File: src/rtl/inst_buffer_if.sv
// Fetch/decode side bundle of the instruction buffer.
// master drives fetch inputs and decode ready; slave is the buffer.
interface inst_buffer_if #(
    parameter int DEPTH  = 4,
    parameter int ADDR_W = 32,
    parameter int INST_W = 32
);
    localparam int CW = $clog2(DEPTH) + 1;

    logic              in_valid;
    logic              in_ready;
    logic [ADDR_W-1:0] in_pc;
    logic [INST_W-1:0] in_inst;
    logic              in_branch;
    logic [ADDR_W-1:0] in_branch_addr;
    logic              fetch_stall;
    logic              out_valid;
    logic              out_ready;
    logic [ADDR_W-1:0] out_pc;
    logic [INST_W-1:0] out_inst;
    logic              out_branch;
    logic [ADDR_W-1:0] out_branch_addr;
    logic              out_adef;
    logic [CW-1:0]     count;

    modport master (
        output in_valid, in_pc, in_inst, in_branch, in_branch_addr,
        output out_ready,
        input  in_ready, fetch_stall, out_valid, out_pc, out_inst,
        input  out_branch, out_branch_addr, out_adef, count
    );

    modport slave (
        input  in_valid, in_pc, in_inst, in_branch, in_branch_addr,
        input  out_ready,
        output in_ready, fetch_stall, out_valid, out_pc, out_inst,
        output out_branch, out_branch_addr, out_adef, count
    );
endinterface

File: src/rtl/inst_buffer.sv
// Circular FIFO between fetch and decode with stall and flush.
// INST_BUF_BYPASS_EN: empty buffer forwards fetch entry in same cycle.
module inst_buffer #(
    parameter int DEPTH  = 4,
    parameter int ADDR_W = 32,
    parameter int INST_W = 32
) (
    input  logic         clk,
    input  logic         rst,
    input  logic         flush,
    inst_buffer_if.slave bus
);
    localparam int PW = $clog2(DEPTH);
    localparam int CW = PW + 1;
    localparam logic [CW-1:0] LP_FULL = CW'(DEPTH);

    typedef struct packed {
        logic [ADDR_W-1:0] pc;
        logic [INST_W-1:0] inst;
        logic              branch;
        logic [ADDR_W-1:0] baddr;
        logic              adef;
    } entry_t;

    entry_t        r_mem [DEPTH];
    logic [PW-1:0] r_head;
    logic [PW-1:0] r_tail;
    logic [CW-1:0] r_count;

    logic   w_empty;
    logic   w_in_ready;
    logic   w_push;
    logic   w_wr;
    logic   w_rd;
    logic   w_out_valid;
    entry_t w_in;
    entry_t w_head;

    assign w_empty    = (r_count == '0);
    assign w_in_ready = (r_count != LP_FULL);
    assign w_push     = bus.in_valid && w_in_ready && !flush;
    assign w_rd       = !w_empty && bus.out_ready && !flush;

    assign w_in = '{
        pc:     bus.in_pc,
        inst:   bus.in_inst,
        branch: bus.in_branch,
        baddr:  bus.in_branch_addr,
        adef:   |bus.in_pc[1:0]
    };

`ifdef INST_BUF_BYPASS_EN
    logic w_bypass;
    assign w_bypass    = w_empty && bus.in_valid && !flush;
    assign w_out_valid = !w_empty || w_bypass;
    // An entry taken by decode straight from fetch is never stored.
    assign w_wr        = w_push && !(w_bypass && bus.out_ready);
    assign w_head      = w_bypass ? w_in : r_mem[r_head];
`else
    assign w_out_valid = !w_empty;
    assign w_wr        = w_push;
    assign w_head      = r_mem[r_head];
`endif

    assign bus.in_ready    = w_in_ready;
    assign bus.fetch_stall = !w_in_ready;
    assign bus.out_valid   = w_out_valid;
    assign bus.count       = r_count;

    // Head data is forced to zero whenever nothing is valid.
    always_comb begin
        bus.out_pc          = '0;
        bus.out_inst        = '0;
        bus.out_branch      = 1'b0;
        bus.out_branch_addr = '0;
        bus.out_adef        = 1'b0;
        if (w_out_valid) begin
            bus.out_pc          = w_head.pc;
            bus.out_inst        = w_head.inst;
            bus.out_branch      = w_head.branch;
            bus.out_branch_addr = w_head.baddr;
            bus.out_adef        = w_head.adef;
        end
    end

    // Pointer and occupancy update; reset and flush both empty the queue.
    always_ff @(posedge clk) begin
        if (rst || flush) begin
            r_head  <= '0;
            r_tail  <= '0;
            r_count <= '0;
        end else begin
            if (w_wr) begin
                r_tail <= r_tail + PW'(1);
            end
            if (w_rd) begin
                r_head <= r_head + PW'(1);
            end
            if (w_wr && !w_rd) begin
                r_count <= r_count + CW'(1);
            end else if (!w_wr && w_rd) begin
                r_count <= r_count - CW'(1);
            end
        end
    end

    // Entry storage is deliberately left unreset.
    always_ff @(posedge clk) begin
        if (w_wr) begin
            r_mem[r_tail] <= w_in;
        end
    end
endmodule

File: src/flat_wrapper.sv
// flat-port wrapper written by rule: the top's interface ports become plain ports
module inst_buffer_flat 
#(
    parameter int DEPTH  = 4,
    parameter int ADDR_W = 32,
    parameter int INST_W = 32
)
  (clk, rst, flush, bus_in_valid, bus_in_pc, bus_in_inst, bus_in_branch, bus_in_branch_addr, bus_out_ready, bus_in_ready, bus_fetch_stall, bus_out_valid, bus_out_pc, bus_out_inst, bus_out_branch, bus_out_branch_addr, bus_out_adef, bus_count);
  inst_buffer_if #(.DEPTH(DEPTH), .ADDR_W(ADDR_W), .INST_W(INST_W)) bus_i ();
  input  logic clk;
  input  logic rst;
  input  logic flush;
  input wire logic [$bits(bus_i.in_valid)-1:0] bus_in_valid;
  input wire logic [$bits(bus_i.in_pc)-1:0] bus_in_pc;
  input wire logic [$bits(bus_i.in_inst)-1:0] bus_in_inst;
  input wire logic [$bits(bus_i.in_branch)-1:0] bus_in_branch;
  input wire logic [$bits(bus_i.in_branch_addr)-1:0] bus_in_branch_addr;
  input wire logic [$bits(bus_i.out_ready)-1:0] bus_out_ready;
  output wire logic [$bits(bus_i.in_ready)-1:0] bus_in_ready;
  output wire logic [$bits(bus_i.fetch_stall)-1:0] bus_fetch_stall;
  output wire logic [$bits(bus_i.out_valid)-1:0] bus_out_valid;
  output wire logic [$bits(bus_i.out_pc)-1:0] bus_out_pc;
  output wire logic [$bits(bus_i.out_inst)-1:0] bus_out_inst;
  output wire logic [$bits(bus_i.out_branch)-1:0] bus_out_branch;
  output wire logic [$bits(bus_i.out_branch_addr)-1:0] bus_out_branch_addr;
  output wire logic [$bits(bus_i.out_adef)-1:0] bus_out_adef;
  output wire logic [$bits(bus_i.count)-1:0] bus_count;
  assign bus_i.in_valid = bus_in_valid;
  assign bus_i.in_pc = bus_in_pc;
  assign bus_i.in_inst = bus_in_inst;
  assign bus_i.in_branch = bus_in_branch;
  assign bus_i.in_branch_addr = bus_in_branch_addr;
  assign bus_i.out_ready = bus_out_ready;
  assign bus_in_ready = bus_i.in_ready;
  assign bus_fetch_stall = bus_i.fetch_stall;
  assign bus_out_valid = bus_i.out_valid;
  assign bus_out_pc = bus_i.out_pc;
  assign bus_out_inst = bus_i.out_inst;
  assign bus_out_branch = bus_i.out_branch;
  assign bus_out_branch_addr = bus_i.out_branch_addr;
  assign bus_out_adef = bus_i.out_adef;
  assign bus_count = bus_i.count;
  inst_buffer #(.DEPTH(DEPTH), .ADDR_W(ADDR_W), .INST_W(INST_W)) u_core (.clk(clk), .rst(rst), .flush(flush), .bus(bus_i));
endmodule
File: config.mk
export PLATFORM = sky130hd
export DESIGN_NAME = inst_buffer_flat
export DESIGN_NICKNAME = d
export VERILOG_FILES = /design/src/rtl/inst_buffer_if.sv /design/src/rtl/inst_buffer.sv /design/src/flat_wrapper.sv
export SDC_FILE = /design/constraint.sdc
export NUM_CORES = 1
export LEC_CHECK = 0
export CAP_MARGIN = 20
export CORE_MARGIN = 5
export CORE_UTILIZATION = 55
export DETAILED_ROUTE_END_ITERATION = 7
export GPL_TIMING_DRIVEN = 0
export PLACE_DENSITY = 0.91
export SLEW_MARGIN = 5
export SYNTH_ARGS = -nofsm -noshare
export SYNTH_HDL_FRONTEND = slang
export SYNTH_SLANG_ARGS = --single-unit
File: constraint.sdc
create_clock -name clk -period 4.9 [get_ports clk]
set_input_delay 0.49 -clock clk [delete_from_list [all_inputs] [get_ports clk]]
set_output_delay 0.49 -clock clk [all_outputs]
set_load 0.02 [all_outputs]
==> results.yml <==
status:
  status: "finished clean"
global_route:
  grt_pass1_wl_um: 46280
  grt_max_degree: 53
  grt_pass1_vias: 8037
  antenna_found_initial: 3
  overflow: 0
  grt_usage: 0.1947
logic_synthesis:
  synth_area_per_cell_um2: 22.66
  ys_types: 23
  synth_commonest_cells: "392 x edfxtp_1, 102 x and2_1, 98 x mux4_2, 18 x clkbuf_1, 12 x buf_2"
  yosys_register_bits: 401
  synth-edff-count: 392
  async_flop_share: 0
  yosys-top-cells-area: "edfxtp_1 77%, mux4_2 14%, and2_1 4.2%, dfxtp_1 1.2%, clkbuf_1 0.44%"
  ys.flop_type: "edfxtp_1"
  ys_warn_count: 0
  yosysTopAreaCell: "edfxtp_1"
  synth_area_um2: 15250
  yosysMostFrequentCell: "edfxtp_1"
  seq_area_frac_synth: 0.7839
  synth_cells: 673
  synthesis.nets: 781
  yosysTopAreaCellShare: 0.7720
sta:
  worst_slew_pin_slew_ns: 0.8469
  maxSlewViolCount: 0
  period_minus_slack_ns: 3.492
  clock_skew_ns: 0.01173
  layout_setup_ws_ns: 1.408
  period_share: 0.7128
  rsz0062_at_grt: "no"
  setup_viol: 0
  fmax_ghz: 0.2863
  finalHoldViolCount: 0
  relSlewSlack: 0.4354
detailed_routing:
  dr.pass1.iters: 5
  drcViolationCount: 0
  top_layer: "met5"
  vias: 7416
  wl_per_cell_um: 22.62
  drt_iter0_markers: 476
  via_per_inst: 5.572
  totalWireLength_um: 30100
  met3_length_um: 1967
  postRouteAntennaNets: 0
  wl_met1_um: 11730
  wl_met2_um: 15820
layout:
  n_fill_cell: 1667
  stdcell_area_um2: 19130
  num_antenna_cells: 0
  area_growth_pct: 25.44
  nNetsFinal: 1032
  drive_above_1_share: 0.1868
cts:
  cts_tree: "done"
  postCtsHoldBufs: 0
  postCtsSetupBuffers: 0
  cts_buffers: 40
  clk_path_buf_depth: 3
  post_cts_resized: 0
  clkTransAtPathRegs_ns: 0.06
  clkLatencyLatePin_ns: 0.51
  numClockSinks: 401
  cts_root_buf: "clkbuf_16"
  h-tree-depth: 2
min_path:
  hp-class: "register to register"
floorplan:
  rows: 61
  fp.dieH_um: 176.5
  die-area_um2: 31150
  core_area_um2: 27550
  initial_utilization: 0.5534
  fp.dieW_um: 176.5
  ios: 206
setup_path:
  crit_fanout: 10
  path_cells: "or3_1, buf_2, clkbuf_1, clkbuf_1, and2_1, clkdlybuf4s50_1"
  critPathMaxStageDelay_ns: 0.60
  timing.critical_path.mode_cell: "clkbuf_1"
  critical_path_class: "register to output port"
  crit_path_end_kind: "output port"
  crit_required_ns: 4.41
  worstSetupStartpointType: "register"
  arrival_ns: 3.00
  slowest_stage: "clkdlybuf4s50_1"
power:
  fin_total_pwr_w: 0.007291
  vdd_drop_max_v: 0.0003643
  powerDensity_nw_per_um2: 381.2
  p_leak_nw: 6.068
placement:
  placed_cell_area_um2: 17890
  gp_congestion: 0.7298
  port-buffer-count: 205
  place_hpwl_um: 19110
  pre_cts_ws_ns: 1.784
flow_run:
  drv_cap: 0
==> flip-flops by register name (all words and copies together), names as in the netlist, named ones only <==
signal	cells
u_core.bus.count	3
u_core.r_mem	392
u_core.r_head	2
u_core.r_tail	2
==> path summary, 6_finish.rpt <==
path / start / endpoint / slack (ns) / cells past startpoint
worst min-delay path: u_core.r_tail[0]$_SDFFE_PP0P_ / u_core.r_tail[0]$_SDFFE_PP0P_ / 0.53 / 2
worst min register to register: u_core.r_tail[0]$_SDFFE_PP0P_ / u_core.r_tail[0]$_SDFFE_PP0P_ / 0.53 / 2
worst max register to register: u_core.bus.count[0]$_SDFFE_PP0P_ / u_core.r_mem[3][63]$_DFFE_PP_ / 2.12 / 5
worst max-delay path: u_core.bus.count[0]$_SDFFE_PP0P_ / bus_out_branch_addr[21] / 1.41 / 6
==> kinds of logic (layout without fill, tap and decap cells) <==
group                    after synthesis  in the layout  synth area share
AO/OA/AOI/OAI                          8              8          0.003036
XOR/XNOR                               4              4          0.002297
adder cells (fa/ha/maj)                6              6          0.005416
buffers and inverters                 39            319           0.01329
flip-flops                           401            401            0.7839
multiplexers                          99             99            0.1454
AND/OR/NAND/NOR                      116            116           0.04669
==> power breakdown <==
part	switching (W)	internal (W)	total, W
combinational	0.000291	0.000291	0.000582
clock	0.00117	0.00170	0.00286
sequential	0.0000168	0.00383	0.00385
total	0.00147	0.00582	0.00729
==> critical path: cells and delay by family, from the launching register on <==
family,cells,cell delay (ns)
buffers and inverters,4,1.64
DFF,1,0.50
and+or+nand+nor,2,0.35
==> routing by layer <==
metal	track usage	up-vias
met5	0	-
met4	0.04223	6
met3	0.04518	53
met2	0.3393	244
met1	0.2543	3847
li1	-	3266
==> cell usage in the layout, fill, tap and decap left out, drive strengths merged, types with 4 or more instances in the layout <==
master | netlist | final
clkinv | 0 | 13
clkbuf | 18 | 72
xor2 | 4 | 4
clkdlybuf4s50 | 0 | 205
ha | 5 | 5
nor2 | 5 | 5
buf | 16 | 20
inv | 5 | 5
and2 | 102 | 102
dfxtp | 9 | 9
edfxtp | 392 | 392
mux4 | 98 | 98
==> through the flow <==
step,instances,util,setup TNS (ns),hold slack (ns)
floorplan,673,-,0,0.4837
global placement,1256,0.6450,-389.76,0.5054
detailed placement,1260,0.6494,0,0.5129
CTS,1331,0.6942,0,0.5207
global route,1331,0.6942,0,0.5464
finish,1331,0.6942,0,0.5253
==> cell type report <==
type	instances	area [um^2]	share of cell area
repair buffers	209	2162	0.1130
clock inverters	17	158.9	0.008308
clock buffers	54	1075	0.05620
flip-flops and latches	401	11950	0.6249
well taps	378	473.0	0.02473
multi-input cells	233	3103	0.1622
plain buffers	34	183.9	0.009617
inverters	5	18.77	0.0009813
Note: power is estimated with default switching activity, not from simulation.
